## src/rtl/alu_pkg.sv

```systemverilog
// Shared opcode constants, FSM state encoding and request payload for alu_arbiter.
package alu_pkg;

  localparam int unsigned DATA_W = 32;
  localparam int unsigned OP_W   = 4;
  localparam int unsigned CNT_W  = 4;

  localparam logic [OP_W-1:0] OP_ADD  = 4'b0000;
  localparam logic [OP_W-1:0] OP_SUB  = 4'b0001;
  localparam logic [OP_W-1:0] OP_AND  = 4'b0010;
  localparam logic [OP_W-1:0] OP_OR   = 4'b0011;
  localparam logic [OP_W-1:0] OP_NOTA = 4'b0100;
  localparam logic [OP_W-1:0] OP_SRA1 = 4'b1000;
  localparam logic [OP_W-1:0] OP_SLL1 = 4'b1001;
  localparam logic [OP_W-1:0] OP_SRL1 = 4'b1010;
  localparam logic [OP_W-1:0] OP_ROL1 = 4'b1100;
  localparam logic [OP_W-1:0] OP_ROR1 = 4'b1101;

  typedef enum logic [1:0] {
    ST_IDLE = 2'd0,
    ST_EXEC = 2'd1,
    ST_RESP = 2'd2
  } state_e;

  typedef struct packed {
    logic [DATA_W-1:0] a;
    logic [DATA_W-1:0] b;
    logic [OP_W-1:0]   op;
  } alu_req_t;

endpackage

```

## src/rtl/alu.sv

```systemverilog
// Combinational shared ALU; unknown opcodes yield zero (legality is judged by the caller).
module alu
  import alu_pkg::*;
(
  input  logic [DATA_W-1:0] i_a,
  input  logic [DATA_W-1:0] i_b,
  input  logic [OP_W-1:0]   i_op,
  output logic [DATA_W-1:0] o_res_c,
  output logic              o_zero_c
);

  always_comb begin
    o_res_c = '0;
    case (i_op)
      OP_ADD:  o_res_c = i_a + i_b;
      OP_SUB:  o_res_c = i_a - i_b;
      OP_AND:  o_res_c = i_a & i_b;
      OP_OR:   o_res_c = i_a | i_b;
      OP_NOTA: o_res_c = ~i_a;
      OP_SRA1: o_res_c = DATA_W'($signed(i_a) >>> 1);
      OP_SLL1: o_res_c = {i_a[DATA_W-2:0], 1'b0};
      OP_SRL1: o_res_c = {1'b0, i_a[DATA_W-1:1]};
      OP_ROL1: o_res_c = {i_a[DATA_W-2:0], i_a[DATA_W-1]};
      OP_ROR1: o_res_c = {i_a[0], i_a[DATA_W-1:1]};
      default: o_res_c = '0;
    endcase
  end

  assign o_zero_c = (o_res_c == '0);

endmodule

```

## src/rtl/alu_arbiter.sv

```systemverilog
// Two-requester arbiter in front of one shared ALU, one transaction in flight.
// Define ALU_ARBITER_ROUND_ROBIN_EN for round-robin grant; otherwise requester 0 has fixed priority.
module alu_arbiter
  import alu_pkg::*;
#(
  parameter int unsigned EXEC_CYCLES = 1
)(
  input  logic              Clk,
  input  logic              Rst_n,
  input  logic              Req0_Valid,
  output logic              Req0_Ready,
  input  logic [DATA_W-1:0] Req0_A,
  input  logic [DATA_W-1:0] Req0_B,
  input  logic [OP_W-1:0]   Req0_Op,
  input  logic              Req1_Valid,
  output logic              Req1_Ready,
  input  logic [DATA_W-1:0] Req1_A,
  input  logic [DATA_W-1:0] Req1_B,
  input  logic [OP_W-1:0]   Req1_Op,
  output logic              Rsp_Valid,
  input  logic              Rsp_Ready,
  output logic [DATA_W-1:0] Rsp_Out,
  output logic              Rsp_Zero,
  output logic              Rsp_Id,
  output logic              Rsp_Err
);

  state_e            r_state;
  state_e            w_state_nxt;
  logic [CNT_W-1:0]  r_cnt;
  alu_req_t          r_req;
  alu_req_t          w_req_in;
  logic              r_id;
  logic              w_grant1;
  logic              w_accept;
  logic              w_last_exec;
  logic              w_rsp_done;
  logic              w_op_legal;
  logic [DATA_W-1:0] w_alu_res;
  logic              w_alu_zero;

`ifdef ALU_ARBITER_ROUND_ROBIN_EN
  // Last granted requester; reset to 1 so requester 0 wins the first contest.
  logic r_last;

  always_ff @(posedge Clk or negedge Rst_n) begin
    if (!Rst_n) begin
      r_last <= 1'b1;
    end else if (w_accept) begin
      r_last <= w_grant1;
    end
  end

  assign w_grant1 = (Req0_Valid && Req1_Valid) ? ~r_last : ~Req0_Valid;
`else
  assign w_grant1 = ~Req0_Valid;
`endif

  assign w_req_in = w_grant1 ? '{a: Req1_A, b: Req1_B, op: Req1_Op}
                             : '{a: Req0_A, b: Req0_B, op: Req0_Op};

  always_ff @(posedge Clk or negedge Rst_n) begin
    if (!Rst_n) begin
      r_state <= ST_IDLE;
    end else begin
      r_state <= w_state_nxt;
    end
  end

  // Ready is combinational and held low while reset is asserted.
  always_comb begin
    w_state_nxt = r_state;
    Req0_Ready  = 1'b0;
    Req1_Ready  = 1'b0;
    w_accept    = 1'b0;
    w_last_exec = 1'b0;
    w_rsp_done  = 1'b0;
    case (r_state)
      ST_IDLE: begin
        Req0_Ready = Rst_n & Req0_Valid & ~w_grant1;
        Req1_Ready = Rst_n & Req1_Valid & w_grant1;
        w_accept   = Rst_n & ((Req0_Valid & ~w_grant1) | (Req1_Valid & w_grant1));
        if (w_accept) begin
          w_state_nxt = ST_EXEC;
        end
      end
      ST_EXEC: begin
        if (r_cnt == '0) begin
          w_last_exec = 1'b1;
          w_state_nxt = ST_RESP;
        end
      end
      ST_RESP: begin
        if (Rsp_Ready) begin
          w_rsp_done  = 1'b1;
          w_state_nxt = ST_IDLE;
        end
      end
      default: w_state_nxt = ST_IDLE;
    endcase
  end

  always_comb begin
    w_op_legal = 1'b0;
    case (r_req.op)
      OP_ADD, OP_SUB, OP_AND, OP_OR, OP_NOTA,
      OP_SRA1, OP_SLL1, OP_SRL1, OP_ROL1, OP_ROR1: w_op_legal = 1'b1;
      default: w_op_legal = 1'b0;
    endcase
  end

  alu u_alu (
    .i_a      (r_req.a),
    .i_b      (r_req.b),
    .i_op     (r_req.op),
    .o_res_c  (w_alu_res),
    .o_zero_c (w_alu_zero)
  );

  // Capture on handshake, count down through EXEC, register the result into RESP.
  always_ff @(posedge Clk or negedge Rst_n) begin
    if (!Rst_n) begin
      r_cnt     <= '0;
      r_req     <= '0;
      r_id      <= 1'b0;
      Rsp_Valid <= 1'b0;
      Rsp_Out   <= '0;
      Rsp_Zero  <= 1'b0;
      Rsp_Id    <= 1'b0;
      Rsp_Err   <= 1'b0;
    end else begin
      if (w_accept) begin
        r_req <= w_req_in;
        r_id  <= w_grant1;
        r_cnt <= CNT_W'(EXEC_CYCLES - 1);
      end else if ((r_state == ST_EXEC) && (r_cnt != '0)) begin
        r_cnt <= r_cnt - CNT_W'(1);
      end
      if (w_last_exec) begin
        Rsp_Valid <= 1'b1;
        Rsp_Out   <= w_op_legal ? w_alu_res : '0;
        Rsp_Zero  <= w_op_legal ? w_alu_zero : 1'b1;
        Rsp_Err   <= ~w_op_legal;
        Rsp_Id    <= r_id;
      end else if (w_rsp_done) begin
        Rsp_Valid <= 1'b0;
      end
    end
  end

endmodule
```

## config.mk

```make
export PLATFORM = sky130hd
export DESIGN_NAME = alu_arbiter
export DESIGN_NICKNAME = d
export VERILOG_FILES = /design/src/rtl/alu_pkg.sv /design/src/rtl/alu.sv /design/src/rtl/alu_arbiter.sv
export SDC_FILE = /design/constraint.sdc
export NUM_CORES = 1
export LEC_CHECK = 0
export CELL_PAD_IN_SITES_DETAIL_PLACEMENT = 1
export CELL_PAD_IN_SITES_GLOBAL_PLACEMENT = 2
export CORE_MARGIN = 2
export CORE_UTILIZATION = 33
export CTS_CLUSTER_DIAMETER = 100
export CTS_CLUSTER_SIZE = 24
export DETAILED_ROUTE_END_ITERATION = 6
export PLACE_DENSITY_LB_ADDON = 0.1
export SETUP_SLACK_MARGIN = 0.5
export SLEW_MARGIN = 20
export SYNTH_ARGS = -nofsm -noshare
export SYNTH_HDL_FRONTEND = slang
export SYNTH_SLANG_ARGS = --single-unit
```

## constraint.sdc

```tcl
create_clock -name Clk -period 12.1 [get_ports Clk]
set_input_delay 1.815 -clock Clk [delete_from_list [all_inputs] [get_ports Clk]]
set_output_delay 1.815 -clock Clk [all_outputs]
set_load 0.005 [all_outputs]
```

==> results.md <==
- Clock Latency Late Sink: around 0.37 ns
- Max Freq: around 0.18 GHz
- DR WL/cell: 19.6 um
- Die H: between 150 and 200 um
- Post-DP HPWL: between 20000 and 25000 um
- Worst IR Drop VDD: between 0.00009 and 0.0001 V
- Area after DPL: 0.0108 mm^2
- TritonCTS clock tree: done
- Placeable core area: roughly 0.026 mm^2
- Vias post-DR: roughly 8.5k
- Sequential power share: ~23%
- Comb pwr share: 68.0%
- Vias in the first global route: between 8k and 9k
- Main synth FF type: dfrtp_1
- Worst path max stage delay: 0.69 ns
- Yosys top cell area share: between 30% and 40%
- Crit end category: primary output
- Final ANT Viol Nets: 0
- Number of synthesized flops with an enable pin: 0
- Total clock sinks: 111
- Initial antenna violation count: 0
- Synthesized cell area: a little under 0.009 mm^2
- Int Pwr: 0.00166 W
- Share of layout cells above drive strength 1: 3.73%
- Crit-path cells: buf_4 -> nor3b_1 -> and3b_1 -> clkdlybuf4s50_1
- #FFs+latches synth: ~110
- GPL Wtd Cong: approximately 0.85
- Met3 GRT Util: 3.10%
- Row cnt: 59
- TritonCTS Buffers: 9
- Slew Viols, Final: 0
- Number of port buffers: between 150 and 200
- Number of diodes: 0
- Worst Path Buf+Inv: 2
- Post-synthesis cell count: 1077
- Synth Warn #: 0
- Largest net degree at the start of global routing: around 140
- Distinct cells, synth: 70
- First-pass DRT Iterations: 7
- Design Area, Final: approximately 0.011 mm^2
- Total Die Area: about 0.028 mm^2
- Post-route DRC: 10
- Worst setup slack after layout: between 6 and 7 ns
- M2 GR Usage: between 20% and 30%
- Unrepaired setup endpoints after global routing: no
- Total Wirelength: ~30000 um
- Endpoints failing setup: 0
- Reg clk slew, reported paths: 0.08 ns
- CP top delay family: simple AND/OR/NAND/NOR gates
- CP max FO: 42
- Switching Power: 0.00190 W
- Clock root cell: clkbuf_16
- Hold Fails Final Rpt: 0
- Setup TNS: 0 ns
- Max-cap violations: 0
- Max_slew headroom: 37.4%
- Register area share after synthesis: between 30% and 40%
- Initial Util: between 30% and 40%
- Leading area contributor after synthesis: dfrtp_1
- Failing checks: DRC
- Synth area leaders: dfrtp_1, o21ai_0, mux2i_1, nand2_1, ha_1
- Hold Path Class: reg2reg
- Setup Buffers After CTS: 0
- CTS Hold Buffers Added: 0
- Leak Pwr: about 4.7 nW
- Clock Skew: ~0.0081 ns
- Net count after synthesis: 1254
- Bufs on Longest Clock Path: 2
- Top Usage Layer GRT: met1
- Slowest cell on crit path: nor3b_1
- Critical Path RT: between 10 and 15 ns
- Tot GR Track Use: a little over a fifth
- Synthesis-to-finish area growth: 26.4%
- Slew at the pin with the worst max-slew slack: roughly 0.93 ns
- Global routing usage on met1: 35.2%
- PwrDens: approximately 320 mW/mm^2
- First-pass GRT wire length: approximately 48000 um
- Die Wd: approximately 170 um
- Most frequent cell after synthesis: nand2_1
- DR iter-0 viols: 635
- CTS resizes: 0
- Final Critical Period: around 5.6 ns
- Syn avg cell area: roughly 8.2 um^2
- Fraction of registers with async set/reset: 100%
- Crit path DAT: around 3.8 ns
- Vias/cell: 5.49
- Post-synth top cells: nand2_1, o21ai_0, dfrtp_1, a21oi_1, mux2i_1
- H-tree Lvls: 3
- DP Worst Slack: 6.47 ns
- Crit Path Class: in2out
- Switching Fraction: around 53%
- Gr ovfl total: 0
- Fin crit share: between 40 and 50%
- CP Launch Type: input pin
- Fin nets: approximately 1.4k
- Outcome: complete, but fails checks
- I/O Pins: between 150 and 200
- Clk pwr share: under 10%
## kinds of logic after synthesis
logic type,synth area share (%)
buffers and inverters,4.07
DFF,31.6
xor gates and xnor gates,5.07
adders and majority gates,8.05
AOI/OAI and AO/OA,24.9
and+or+nand+nor,17.7
muxes,8.57
## final timing paths
kind | depth (start not counted) | to | slack [ns] | from
max in group asynchronous | 2 | r_req[45] | 9.35 | Rst_n
hold / removal | 2 | Rsp_Id | 0.48 | Rsp_Id
setup / recovery | 4 | Req1_Ready | 6.53 | Rst_n
hold reg to reg | 2 | Rsp_Id | 0.48 | Rsp_Id
min in group asynchronous | 1 | Rsp_Valid | 1.42 | Rst_n
setup reg to reg | 18 | Rsp_Zero | 6.56 | r_req[8]
## layout by cell type, fill, tap and decap left out, drive strengths merged, types with 35 or more instances in the layout
master,instances
a21oi,75
clkdlybuf4s50,176
dfrtp,111
ha,35
mux2i,73
nand2,159
nor2,55
o21ai,149
## worst min-delay path, stage by stage, from the launching register on
cell,delay (ns)
dfrtp_1,0.35
nand2_1,0.05
nand2_1,0.05
## stage by stage
step	total power (W)	std cells	hold WS, ns	utilization [%]
final	0.00356	1542	0.482	42.5
after detailed placement	0.00321	1527	0.467	41.4
after global placement	0.00319	1527	0.461	41.4
after global routing	0.00389	1542	0.500	42.5
after CTS	0.00355	1542	0.486	42.5
after floorplan	0.00240	1077	0.439	-
## flip-flops by register name, summed over array words and instances (netlist names)
name	count
Rsp_Err	1
Rsp_Id	1
Rsp_Out	32
Rsp_Valid	1
Rsp_Zero	1
r_cnt	4
r_id	1
r_req	68
r_state	2
## power by group through the flow
| stage | combinational (W) | clock [W] | sequential (W) |
|---|---|---|---|
| 6_report | 0.00242 | 0.000321 | 0.000818 |
| 4_1_cts | 0.00241 | 0.000332 | 0.000814 |
| 5_1_grt | 0.00269 | 0.000340 | 0.000853 |
| 3_5_place_dp | 0.00239 | 0 | 0.000821 |
| 3_3_place_gp | 0.00237 | 0 | 0.000816 |
| 2_1_floorplan | 0.00171 | 0 | 0.000695 |
## area by class of cell
| type | instances | area (um^2) |
|---|---|---|
| inverters | 21 | 78.8 |
| repair buffers | 188 | 1860 |
| clock buffers | 9 | 225 |
| clock inverters | 6 | 76.3 |
| fillers | 3152 | 15000 |
| well taps | 335 | 419 |
| multi-input cells | 872 | 5680 |
| flip-flops and latches | 111 | 2780 |
## metal layers
layer	vias to the layer above	part of all wire (%)
li1	4206	-
met1	4021	55
met2	216	39
met3	17	4.6
met4	0	1.1
met5	-	0
Power figures use the tool's default switching activity.
